### src/rtl/hazard_pkg.sv
// Shared constants for the RAW hazard scoreboard: forwarding select encodings,
// the hardwired-zero register index and the long-op counter width.
package hazard_pkg;

    localparam logic [1:0] FWD_REGFILE = 2'b00;
    localparam logic [1:0] FWD_EXMEM   = 2'b10;
    localparam logic [1:0] FWD_MEMWB   = 2'b01;

    localparam int REG_X0     = 0;
    localparam int LONG_CNT_W = 3;

endpackage

### src/rtl/hazard_scoreboard_if.sv
// Pipeline-side bundle of the hazard scoreboard; master is the pipeline,
// slave is the scoreboard itself.
interface hazard_scoreboard_if #(
    parameter int NUM_SRC = 2,
    parameter int REG_AW  = 5
);
    logic                        id_valid;
    logic [NUM_SRC*REG_AW-1:0]   id_rs;
    logic [NUM_SRC-1:0]          id_rs_used;
    logic [REG_AW-1:0]           id_rd;
    logic                        id_regwrite;
    logic                        id_is_long;
    logic [NUM_SRC*REG_AW-1:0]   ex_rs;
    logic [REG_AW-1:0]           ex_rd;
    logic                        ex_memread;
    logic [REG_AW-1:0]           mem_rd;
    logic                        mem_regwrite;
    logic [REG_AW-1:0]           wb_rd;
    logic                        wb_regwrite;
    logic                        lu_done;
    logic [REG_AW-1:0]           lu_rd;
    logic [NUM_SRC*2-1:0]        forward;
    logic                        stall;
    logic                        long_busy;
    logic [2**REG_AW-1:0]        pending;
    logic [31:0]                 perf_lu_stalls;
    logic [31:0]                 perf_sb_stalls;

    modport master (
        output id_valid, id_rs, id_rs_used, id_rd, id_regwrite, id_is_long,
               ex_rs, ex_rd, ex_memread, mem_rd, mem_regwrite, wb_rd, wb_regwrite,
               lu_done, lu_rd,
        input  forward, stall, long_busy, pending, perf_lu_stalls, perf_sb_stalls
    );

    modport slave (
        input  id_valid, id_rs, id_rs_used, id_rd, id_regwrite, id_is_long,
               ex_rs, ex_rd, ex_memread, mem_rd, mem_regwrite, wb_rd, wb_regwrite,
               lu_done, lu_rd,
        output forward, stall, long_busy, pending, perf_lu_stalls, perf_sb_stalls
    );

endinterface

### src/rtl/hazard_scoreboard_fwd_select.sv
// Forwarding select for one EX-stage source operand; EX/MEM has priority
// over MEM/WB and x0 never forwards.
module fwd_select
    import hazard_pkg::*;
#(
    parameter int REG_AW = 5
) (
    input  logic [REG_AW-1:0] ex_rs_i,
    input  logic [REG_AW-1:0] mem_rd_i,
    input  logic              mem_regwrite_i,
    input  logic [REG_AW-1:0] wb_rd_i,
    input  logic              wb_regwrite_i,
    output logic [1:0]        fwd_o
);

    always_comb begin
        fwd_o = FWD_REGFILE;
        if (mem_regwrite_i && mem_rd_i != REG_AW'(REG_X0) && mem_rd_i == ex_rs_i)
            fwd_o = FWD_EXMEM;
        else if (wb_regwrite_i && wb_rd_i != REG_AW'(REG_X0) && wb_rd_i == ex_rs_i)
            fwd_o = FWD_MEMWB;
    end

endmodule

### src/rtl/hazard_scoreboard.sv
// RAW hazard owner for the 5-stage pipeline: EX forwarding, ID stall and the
// long-latency pending scoreboard. Stall-cycle counters exist only when
// HAZARD_PERF_EN is defined.
module hazard_scoreboard
    import hazard_pkg::*;
#(
    parameter int NUM_SRC  = 2,
    parameter int REG_AW   = 5,
    parameter int MAX_LONG = 2
) (
    input  logic                clk,
    input  logic                rst_n,
    hazard_scoreboard_if.slave  hif
);

    localparam int NREG = 2**REG_AW;

    logic [NREG-1:0]       pending_q, pending_d, eff;
    logic [LONG_CNT_W-1:0] cnt_q, cnt_d;
    logic                  lu_hit, sb_hit, waw_hit, struct_hit, issue;

    for (genvar gi = 0; gi < NUM_SRC; gi++) begin : g_fwd
        fwd_select #(.REG_AW(REG_AW)) u_fwd (
            .ex_rs_i        (hif.ex_rs[gi*REG_AW +: REG_AW]),
            .mem_rd_i       (hif.mem_rd),
            .mem_regwrite_i (hif.mem_regwrite),
            .wb_rd_i        (hif.wb_rd),
            .wb_regwrite_i  (hif.wb_regwrite),
            .fwd_o          (hif.forward[gi*2 +: 2])
        );
    end

    // A completing long op is already visible to ID this cycle, so its
    // scoreboard bit is masked before hazard detection.
    always_comb begin
        eff = pending_q;
        if (hif.lu_done)
            eff[hif.lu_rd] = 1'b0;
    end

    always_comb begin
        lu_hit = 1'b0;
        sb_hit = 1'b0;
        for (int i = 0; i < NUM_SRC; i++) begin
            if (hif.id_rs_used[i]) begin
                if (hif.ex_memread && hif.ex_rd != REG_AW'(REG_X0) &&
                    hif.id_rs[i*REG_AW +: REG_AW] == hif.ex_rd)
                    lu_hit = 1'b1;
                if (eff[hif.id_rs[i*REG_AW +: REG_AW]])
                    sb_hit = 1'b1;
            end
        end
        waw_hit    = hif.id_regwrite && eff[hif.id_rd];
        struct_hit = hif.id_is_long && cnt_q == LONG_CNT_W'(MAX_LONG) && !hif.lu_done;
        hif.stall  = hif.id_valid && (lu_hit || sb_hit || waw_hit || struct_hit);
        issue      = hif.id_valid && !hif.stall && hif.id_is_long;
    end

    // Set is applied after clear so an issue to the completing rd keeps its bit.
    always_comb begin
        pending_d = pending_q;
        if (hif.lu_done)
            pending_d[hif.lu_rd] = 1'b0;
        if (issue && hif.id_regwrite && hif.id_rd != REG_AW'(REG_X0))
            pending_d[hif.id_rd] = 1'b1;
        pending_d[REG_X0] = 1'b0;

        cnt_d = cnt_q;
        if (issue && !hif.lu_done)
            cnt_d = cnt_q + 1'b1;
        else if (!issue && hif.lu_done && cnt_q != '0)
            cnt_d = cnt_q - 1'b1;
    end

    always_ff @(posedge clk or negedge rst_n) begin
        if (!rst_n) begin
            pending_q <= '0;
            cnt_q     <= '0;
        end else begin
            pending_q <= pending_d;
            cnt_q     <= cnt_d;
        end
    end

    assign hif.pending   = pending_q;
    assign hif.long_busy = (cnt_q == LONG_CNT_W'(MAX_LONG));

`ifdef HAZARD_PERF_EN
    logic [31:0] perf_lu_q, perf_lu_d, perf_sb_q, perf_sb_d;

    // Load-use takes the blame when several causes coincide.
    always_comb begin
        perf_lu_d = perf_lu_q;
        perf_sb_d = perf_sb_q;
        if (hif.stall && lu_hit) begin
            if (perf_lu_q != '1)
                perf_lu_d = perf_lu_q + 32'd1;
        end else if (hif.stall) begin
            if (perf_sb_q != '1)
                perf_sb_d = perf_sb_q + 32'd1;
        end
    end

    always_ff @(posedge clk or negedge rst_n) begin
        if (!rst_n) begin
            perf_lu_q <= '0;
            perf_sb_q <= '0;
        end else begin
            perf_lu_q <= perf_lu_d;
            perf_sb_q <= perf_sb_d;
        end
    end

    assign hif.perf_lu_stalls = perf_lu_q;
    assign hif.perf_sb_stalls = perf_sb_q;
`else
    assign hif.perf_lu_stalls = '0;
    assign hif.perf_sb_stalls = '0;
`endif

endmodule

### src/flat_wrapper.sv
// flat-port wrapper written by rule: the top's interface ports become plain ports
module hazard_scoreboard_flat import hazard_pkg::*;
#(
    parameter int NUM_SRC  = 2,
    parameter int REG_AW   = 5,
    parameter int MAX_LONG = 2
)
  (clk, rst_n, hif_id_valid, hif_id_rs, hif_id_rs_used, hif_id_rd, hif_id_regwrite, hif_id_is_long, hif_ex_rs, hif_ex_rd, hif_ex_memread, hif_mem_rd, hif_mem_regwrite, hif_wb_rd, hif_wb_regwrite, hif_lu_done, hif_lu_rd, hif_forward, hif_stall, hif_long_busy, hif_pending, hif_perf_lu_stalls, hif_perf_sb_stalls);
  hazard_scoreboard_if #(.NUM_SRC(NUM_SRC), .REG_AW(REG_AW)) hif_i ();
  input  logic clk;
  input  logic rst_n;
  input wire logic [$bits(hif_i.id_valid)-1:0] hif_id_valid;
  input wire logic [$bits(hif_i.id_rs)-1:0] hif_id_rs;
  input wire logic [$bits(hif_i.id_rs_used)-1:0] hif_id_rs_used;
  input wire logic [$bits(hif_i.id_rd)-1:0] hif_id_rd;
  input wire logic [$bits(hif_i.id_regwrite)-1:0] hif_id_regwrite;
  input wire logic [$bits(hif_i.id_is_long)-1:0] hif_id_is_long;
  input wire logic [$bits(hif_i.ex_rs)-1:0] hif_ex_rs;
  input wire logic [$bits(hif_i.ex_rd)-1:0] hif_ex_rd;
  input wire logic [$bits(hif_i.ex_memread)-1:0] hif_ex_memread;
  input wire logic [$bits(hif_i.mem_rd)-1:0] hif_mem_rd;
  input wire logic [$bits(hif_i.mem_regwrite)-1:0] hif_mem_regwrite;
  input wire logic [$bits(hif_i.wb_rd)-1:0] hif_wb_rd;
  input wire logic [$bits(hif_i.wb_regwrite)-1:0] hif_wb_regwrite;
  input wire logic [$bits(hif_i.lu_done)-1:0] hif_lu_done;
  input wire logic [$bits(hif_i.lu_rd)-1:0] hif_lu_rd;
  output wire logic [$bits(hif_i.forward)-1:0] hif_forward;
  output wire logic [$bits(hif_i.stall)-1:0] hif_stall;
  output wire logic [$bits(hif_i.long_busy)-1:0] hif_long_busy;
  output wire logic [$bits(hif_i.pending)-1:0] hif_pending;
  output wire logic [$bits(hif_i.perf_lu_stalls)-1:0] hif_perf_lu_stalls;
  output wire logic [$bits(hif_i.perf_sb_stalls)-1:0] hif_perf_sb_stalls;
  assign hif_i.id_valid = hif_id_valid;
  assign hif_i.id_rs = hif_id_rs;
  assign hif_i.id_rs_used = hif_id_rs_used;
  assign hif_i.id_rd = hif_id_rd;
  assign hif_i.id_regwrite = hif_id_regwrite;
  assign hif_i.id_is_long = hif_id_is_long;
  assign hif_i.ex_rs = hif_ex_rs;
  assign hif_i.ex_rd = hif_ex_rd;
  assign hif_i.ex_memread = hif_ex_memread;
  assign hif_i.mem_rd = hif_mem_rd;
  assign hif_i.mem_regwrite = hif_mem_regwrite;
  assign hif_i.wb_rd = hif_wb_rd;
  assign hif_i.wb_regwrite = hif_wb_regwrite;
  assign hif_i.lu_done = hif_lu_done;
  assign hif_i.lu_rd = hif_lu_rd;
  assign hif_forward = hif_i.forward;
  assign hif_stall = hif_i.stall;
  assign hif_long_busy = hif_i.long_busy;
  assign hif_pending = hif_i.pending;
  assign hif_perf_lu_stalls = hif_i.perf_lu_stalls;
  assign hif_perf_sb_stalls = hif_i.perf_sb_stalls;
  hazard_scoreboard #(.NUM_SRC(NUM_SRC), .REG_AW(REG_AW), .MAX_LONG(MAX_LONG)) u_core (.clk(clk), .rst_n(rst_n), .hif(hif_i));
endmodule
### config.mk
export PLATFORM = sky130hd
export DESIGN_NAME = hazard_scoreboard_flat
export DESIGN_NICKNAME = d
export VERILOG_FILES = /design/src/rtl/hazard_pkg.sv /design/src/rtl/hazard_scoreboard_if.sv /design/src/rtl/hazard_scoreboard_fwd_select.sv /design/src/rtl/hazard_scoreboard.sv /design/src/flat_wrapper.sv
export SDC_FILE = /design/constraint.sdc
export NUM_CORES = 1
export LEC_CHECK = 0
export BUFFER_PORTS_ARGS = -buffer_cell sky130_fd_sc_hd__buf_4
export CAP_MARGIN = 15
export CORE_AREA = 2 2 88 90
export CTS_CLUSTER_DIAMETER = 60
export DETAILED_ROUTE_END_ITERATION = 10
export DIE_AREA = 0 0 90 92
export PLACE_DENSITY_LB_ADDON = 0.05
export SYNTH_ARGS = -nofsm -noshare
export SYNTH_HDL_FRONTEND = slang
export SYNTH_HIERARCHICAL = 1
export SYNTH_SLANG_ARGS = --single-unit
### constraint.sdc
create_clock -name clk -period 4.9 [get_ports clk]
set_input_delay 0.49 -clock clk [delete_from_list [all_inputs] [get_ports clk]]
set_output_delay 0.49 -clock clk [all_outputs]
set_load 0.05 [all_outputs]
==> After elaboration in Yosys (flattened, before gate mapping) <==
Cells that the tools add are included.
{ "word_totals": {"regBits": 34, "input_bits": 56, "out_inout_bits": 102, "elab_cells": 80} }
{ "op_classes": {"addsub": 2, "order_cmp": 6, "n_eq_ne": 7, "n_mux": 26, "n_bitwise": 3, "n_reduce_logical": 34} }
{ "op_table": {"columns": ["cell", "n"], "rows": [
  ["two-way mux 32 bit", 2],
  ["bitwise AND 32 bit", 1],
  ["inverter 32 bit", 1],
  ["bitwise OR 32 bit", 1],
  ["== test 5 bit", 6],
  ["less-than comparator 5 x 6 -> 1 bit (second input constant)", 4],
  ["logical AND 1 bit", 22],
  ["nonzero test 5 bit", 4],
  ["binary-select mux 1 bit (select 5 bit)", 3],
  ["two-way mux 1 bit", 15],
  ["demux 1 bit (select 5 bit)", 2],
  ["greater-or-equal comparator 5 x 1 -> 1 bit (second input constant)", 2],
  ["two-way mux 3 bit", 2],
  ["two-way mux 2 bit", 2],
  ["adder 3 x 1 -> 3 bit (second input constant)", 1],
  ["== test 3 x 2 -> 1 bit (second input constant)", 1],
  ["zero test 1 bit", 3],
  ["logical OR 1 bit", 3],
  ["nonzero test 3 bit", 1],
  ["subtractor 3 x 1 -> 3 bit (second input constant)", 1],
  ["nonzero test 2 bit", 1]
]} }

==> Longest topological paths before layout <==
{ "depth": {"word_depth": 25, "mapped_depth": 15, "mapped_depth_nobuf": 13} }

==> By module <==
Netlist, hierarchy kept.
{ "modules_own_cells": {"columns": ["mod", "n_inst", "cells_each", "area_each_um2", "seq_area_each_um2"], "rows": [
  ["hazard_scoreboard", 1, 381, 3455.8, 850.8],
  ["fwd_select", 2, 20, 151.4, 0.0]
]} }

==> Least setup slack after synthesis <==
OpenSTA, ideal clock, no wires.
{ "synth_timing": {"path_type": "register to register", "start": "register u_core.cnt_q[0]", "end": "register u_core.cnt_q[1]", "setup_time_ns": 0.126, "arrival_ns": 3.310, "required_time_ns": 4.774, "setup_slack_ns": 1.463, "stages_incl_launch_ff": 10, "n_path_buf": 0, "period_less_slack_ns": 3.437, "path_cell_list": "dfrtp_1 nor3b_1 nand3_1 o211a_1 nand4bb_2 nor2_4 nand2_1 fa_1 mux2_1 a221o_1"} }
{ "synth_via": {"word_cells_on_any_way": 18, "cone_classes": "2 x add/sub; 1 x eq/ne; 2 x mux; 13 x reduce/logical"} }
{ "synth_lines": {"columns": ["element", "line_no", "rtl"], "rows": [
  ["start, declared", "hazard_scoreboard.sv:19", "logic [LONG_CNT_W-1:0] cnt_q, cnt_d;"],
  ["start signal, assigned", "hazard_scoreboard.sv:81", "cnt_q <= cnt_d;"],
  ["== test 3 x 2 -> 1 bit", null, null],
  ["net hif_long_busy", "flat_wrapper.sv:29", "output wire logic [$bits(hif_i.long_busy)-1:0] hif_long_busy;"],
  ["logical AND 1 bit (2 in a row)", "hazard_scoreboard.sv:54", "struct_hit = hif.id_is_long && cnt_q == LONG_CNT_W'(MAX_LONG) && !hif.lu_done;"],
  ["logical OR 1 bit", "hazard_scoreboard.sv:55", "hif.stall = hif.id_valid && (lu_hit || sb_hit || waw_hit || struct_hit);"],
  ["logical AND 1 bit", "hazard_scoreboard.sv:55", null],
  ["zero test 1 bit", "hazard_scoreboard.sv:56", "issue = hif.id_valid && !hif.stall && hif.id_is_long;"],
  ["logical AND 1 bit (2 in a row)", "hazard_scoreboard.sv:56", null],
  ["logical AND 1 bit", "hazard_scoreboard.sv:69", "if (issue && !hif.lu_done)"],
  ["two-way mux 3 bit", "hazard_scoreboard.sv:69", null],
  ["net u_core.cnt_d[1]", "hazard_scoreboard.sv:19", null]
]} }
The timed path passes the listed nets, and every way through them passes these cells. The select of a mux whose other input is x is not followed.
A chain may end at the register's enable or synchronous reset.

==> Final worst setup path <==
{ "layout_timing": {"start": "input hif_lu_rd[1]", "end": "register u_core.cnt_q[1]"} }
{ "layout_via": {"word_cells_on_any_way": 32, "cone_classes": "2 x order compare; 14 x mux; 2 x bitwise; 14 x reduce/logical"} }
{ "layout_lines": {"columns": ["element", "line_no", "rtl"], "rows": [
  ["start, declared", "flat_wrapper.sv:26", "input wire logic [$bits(hif_i.lu_rd)-1:0] hif_lu_rd;"],
  ["less-than comparator 5 x 6 -> 1 bit (implied by the code) or greater-or-equal comparator 5 x 1 -> 1 bit (tied branches)", "hazard_scoreboard.sv:38", "eff[hif.lu_rd] = 1'b0;"],
  ["logical AND 1 bit (implied by the code)", "hazard_scoreboard.sv:38", null],
  ["two-way mux 1 bit (implied by the code)", "hazard_scoreboard.sv:38", null],
  ["demux 1 bit (select 5 bit) *", null, null],
  ["inverter 32 bit (no line) *", null, null],
  ["bitwise AND 32 bit (no line) *", null, null],
  ["two-way mux 32 bit *", "hazard_scoreboard.sv:37", "if (hif.lu_done)"],
  ["binary-select mux 1 bit (select 5 bit)", "hazard_scoreboard.sv:49", "if (eff[hif.id_rs[i*REG_AW +: REG_AW]])"],
  ["[5 not listed]", null, null],
  ["logical OR 1 bit", "hazard_scoreboard.sv:55", null],
  ["logical OR 1 bit * (2 in a row)", "hazard_scoreboard.sv:55", null],
  ["logical AND 1 bit *", "hazard_scoreboard.sv:55", null],
  ["zero test 1 bit *", "hazard_scoreboard.sv:56", null],
  ["logical AND 1 bit * (2 in a row)", "hazard_scoreboard.sv:56", null],
  ["logical AND 1 bit *", "hazard_scoreboard.sv:69", null],
  ["two-way mux 3 bit *", "hazard_scoreboard.sv:69", null],
  ["net u_core.cnt_d[1]", "hazard_scoreboard.sv:19", null]
]} }
Mark *: on every way through the listed nets, which the timed path passes. The rest lies on a longest branch. The select of a mux whose other input is x is not followed.

==> run summary <==
The flow ran to the end, and the final reports show no timing, DRC or antenna violations. In this run the critical register-to-register path is captured at u_core/cnt_q[1]. Counting flops with an async set or reset pin after synthesis yields a share of 1.00.

The effective utilization at floorplan came out at 0.505. The net switching component of the power came out at 580 uW. After synthesis the cells add up to 3760 um2. In this run, post-CTS hold repair placed 0 buffers.

The final routed wire length divided by cell count came out at 19.5 um. The initial antenna violation count is 0. The total of cells resized after clock tree synthesis is 0. Among all flip-flop cells after synthesis, the most frequent one is sky130_fd_sc_hd__dfrtp_1.

The signal arrival time at the worst endpoint is 3850 ps. The number of antenna repair diodes is 0. In the final timing run, aggregate negative setup slack is 0 ps. Leaving out fill and tap cells, the most frequent cell in the layout is sky130_fd_sc_hd__buf_4. Setup repair after global routing left no endpoint under its margin.

The largest net degree at the start of global routing is 35. The aggregate global routing overflow came out at 0. The final layout contains routed wiring with a total length of 11.6 mm.

The critical path in this run is classified as input pin to register. The TritonCTS clock tree is done. Yosys printed 6 warnings. Buffers placed on the I/O ports in this run total 92. In this run the standard cell core region covers around 7400 um2. The final standard cell area without fillers came out at roughly 4300 um2. The root buffer cell chosen for the clock tree is sky130_fd_sc_hd__clkbuf_8. The kind of start point of the critical path is an input pin.

The number of distinct library cell variants in the gate-level netlist after synthesis came out at just under 70. The synthesized area per cell is 8.93 um2. The placed instances occupy a cell area of 4220 um2. Yosys mapped a number of flops with a built-in enable equal to 0.

The clock-pin transition on the worst setup and hold timing paths is 80 ps. The reg-to-reg critical path startpoint is u_core/hif.pending[11]. The final clock skew came out at around 9.1 ps.

The die is ~90 um wide. After clock tree synthesis, the setup repair step added 0 buffers. The required arrival time at the worst endpoint came out at 5080 ps.

Of the total power, combinational logic draws 0.509. Subtracting the final worst setup slack from the clock period gives roughly 3700 ps. At the pin with the least slew margin, the transition time is 606 ps. The maximum buffer depth of the clock tree is 2.

Across every metal layer, demand over resource in global routing totals 0.275. After the last flow step, the layout net total stands at 551. The total setup violations reported at the end of the flow came out at 0. The clock share of power is 0.184. The cell depth of the worst flop-to-flop path came out at 11. The H-tree was split into 2 levels.

The wire length of the first global-routing pass is 18.1 mm. In this run the worst hold path is classified as input pin to asynchronous set/reset pin. The final number of hold-violating endpoints came out at 0. For this design, the sink count on the clock tree is 34. The fraction of the yosys area taken by sequential cells is 0.226.

The post-detailed-route count of antenna-violating nets came out at 0. The count of buffering cells on the critical path with inverters included came out at 1. The via density per instance is 6.17. The number of pins with negative max-slew slack in the final report came to 0. The worst IR drop on VDD came out at 0.128 mV.

Of the total power, registers draw 0.307. Derived from the worst setup path, the maximum achievable clock frequency is 272 MHz. Traced cell by cell, the critical path runs through buf_4, nand2b_2, o21ai_0, mux4_2, o21ai_1, o31ai_1, a31oi_4, nor2_4, nand2_1, fa_1, mux2_1, a221o_1. The switching fraction of total power is 0.481.

The gate count after technology mapping is around 420. The static power due to leakage came out at 0.00181 uW. Once detailed placement completed, the half-perimeter wirelength came to 8.57 mm. Across the run, the number of max-cap violations was 0. Setup slack on the worst reg-to-reg path comes out at 1590 ps. Of the cells placed in the final design, the portion with a size suffix greater than 1 is 0.267. Dividing total power by cell area gives a power density of between 200 and 300 nW/um2. Across all layers, the routed design uses 3685 vias.

At the later pin of the worst-skew pair, clock insertion delay measures slightly below 300 ps. The synthesis-stage register bit count is 34. Compared with the post-synthesis result, the final layout area differs by 14.7%. In this run the vertical extent of the chip is around 92 um. The die area came out at 8280 um2. The final clock period utilization by the worst path came out at 0.751. The final cell count without fillers came out at around 600.

Final hold analysis gives a worst-case slack of 143 ps. Before antenna repair, the detailed router went through 5 iterations. Fill cells in the final layout number 692. The internal power is ~630 uW. In this design, the largest share of critical-path delay is due to compound AO/OA/AOI/OAI gates. The via count of the first global-routing pass came out at 3403. The cell count after placement is 589. In the layout the commonest cells are 94 x sky130_fd_sc_hd__buf_4, 65 x sky130_fd_sc_hd__conb_1, 34 x sky130_fd_sc_hd__dfrtp_1. The worst slew margin relative to its limit came out at 0.594. The total clock buffers created by CTS is 5. For this run, the slowest stage of the critical path takes 490 ps. The slowest stage of the critical path belongs to the cell sky130_fd_sc_hd__o21ai_0. The routability-driven placement congestion ratio is 0.960. The standard-cell row count came out at 32.

The worst setup path is captured at a register. The maximum fanout count along the critical path came out at 14. In the routed design, unresolved DRC markers number 0. The boundary pin count is around 160. For this block, the initial DRC count from the detailed router was about 240.
routing by layer:
layer | global-route usage | share of wire | vias to the layer above
met3 | 0.0731 | 0.10 | 26
met4 | 0.104 | 0.026 | 0
met5 | 0 | 0 | -
met1 | 0.350 | 0.39 | 1785
li1 | - | - | 1626
met2 | 0.449 | 0.48 | 248
how the worst max path moves through the flow:
stage / startpoint / end / slack [ps] / depth (start not counted)
6_report: hif_lu_rd[1] / u_core/cnt_q[1] / 1220 / 12
5_1_grt: hif_lu_rd[4] / u_core/cnt_q[1] / 1090 / 12
4_1_cts: hif_lu_rd[1] / u_core/cnt_q[1] / 1230 / 12
3_5_place_dp: hif_lu_rd[1] / u_core/cnt_q[1] / 930 / 12
3_3_place_gp: hif_lu_rd[1] / u_core/cnt_q[1] / 970 / 12
2_1_floorplan: u_core/cnt_q[0] / u_core/cnt_q[1] / 1460 / 9
registers in the layout, summed over array words and instances, names as in the netlist:
name / flops
u_core/cnt_q: 3
u_core/hif.pending: 31
area by class of cell:
| class | count | area (um2) | share of cell area |
|---|---|---|---|
| Multi-Input combinational cell | 352 | 2510 | 0.581 |
| Sequential cell | 34 | 851 | 0.197 |
| Timing Repair Buffer | 94 | 706 | 0.164 |
| Tap cell | 102 | 128 | 0.0296 |
| Clock buffer | 6 | 82.6 | 0.0192 |
| Inverter | 7 | 26.3 | 0.00609 |
| Clock inverter | 2 | 12.5 | 0.00290 |
power groups by stage:
| stage | Clock [uW] | Sequential (uW) | Combinational [uW] |
|---|---|---|---|
| global placement | 0 | 377 | 604 |
| global route | 240 | 377 | 649 |
| floorplan | 0 | 457 | 391 |
| finish | 222 | 371 | 614 |
| detailed placement | 0 | 375 | 607 |
| CTS | 228 | 370 | 609 |
synthesized netlist by cell type (3+ instances only):
| master | instances | area (um2) |
|---|---|---|
| sky130_fd_sc_hd__o21ai_1 | 18 | 90.1 |
| sky130_fd_sc_hd__buf_1 | 4 | 15.0 |
| sky130_fd_sc_hd__nor4_1 | 7 | 43.8 |
| sky130_fd_sc_hd__clkbuf_1 | 10 | 37.5 |
| sky130_fd_sc_hd__o2111ai_1 | 5 | 43.8 |
| sky130_fd_sc_hd__buf_2 | 9 | 45.0 |
| sky130_fd_sc_hd__o31ai_1 | 28 | 210 |
| sky130_fd_sc_hd__nor2b_1 | 3 | 18.8 |
| sky130_fd_sc_hd__buf_4 | 69 | 518 |
| sky130_fd_sc_hd__a21oi_1 | 5 | 25.0 |
| sky130_fd_sc_hd__nand2b_1 | 5 | 31.3 |
| sky130_fd_sc_hd__inv_1 | 6 | 22.5 |
| sky130_fd_sc_hd__mux4_2 | 12 | 270 |
| sky130_fd_sc_hd__nor3_1 | 12 | 60.1 |
| sky130_fd_sc_hd__o41ai_2 | 4 | 65.1 |
| sky130_fd_sc_hd__dfrtp_1 | 34 | 851 |
| sky130_fd_sc_hd__nor2_1 | 16 | 60.1 |
| sky130_fd_sc_hd__o21ai_0 | 15 | 75.1 |
| sky130_fd_sc_hd__o211ai_1 | 16 | 120 |
| sky130_fd_sc_hd__nand4bb_1 | 3 | 33.8 |
| sky130_fd_sc_hd__a211oi_1 | 3 | 22.5 |
| sky130_fd_sc_hd__xor2_1 | 17 | 149 |
| sky130_fd_sc_hd__nand2_1 | 18 | 67.6 |
| sky130_fd_sc_hd__o41ai_1 | 6 | 52.6 |
| sky130_fd_sc_hd__nor3b_1 | 5 | 37.5 |
| sky130_fd_sc_hd__nand3b_1 | 6 | 45.0 |
| sky130_fd_sc_hd__nand4b_1 | 3 | 26.3 |
| sky130_fd_sc_hd__xnor2_1 | 13 | 114 |
| sky130_fd_sc_hd__mux2i_1 | 13 | 130 |
| sky130_fd_sc_hd__nand3_1 | 9 | 45.0 |
| sky130_fd_sc_hd__nand4_1 | 3 | 18.8 |
logic make-up after synthesis:
kind of cell               Yosys count  share of synthesized area
and+or+nand+nor                    105                      0.166
other                                1                   0.000998
AOI/OAI and AO/OA                  123                      0.245
buffers and inverters               99                      0.171
muxes                               28                      0.116
xor gates and xnor gates            30                     0.0699
DFF                                 34                      0.226
adders and majority gates            1                    0.00533
metrics by stage:
step / utilization / power, uW / setup slack [ps]
floorplan: - / 848 / 1460
CTS: 0.579 / 1210 / 1230
detailed placement: 0.566 / 982 / 928
global placement: 0.566 / 980 / 967
finish: 0.579 / 1210 / 1220
global route: 0.579 / 1260 / 1090
No activity file was read; power rests on OpenSTA's default activity.
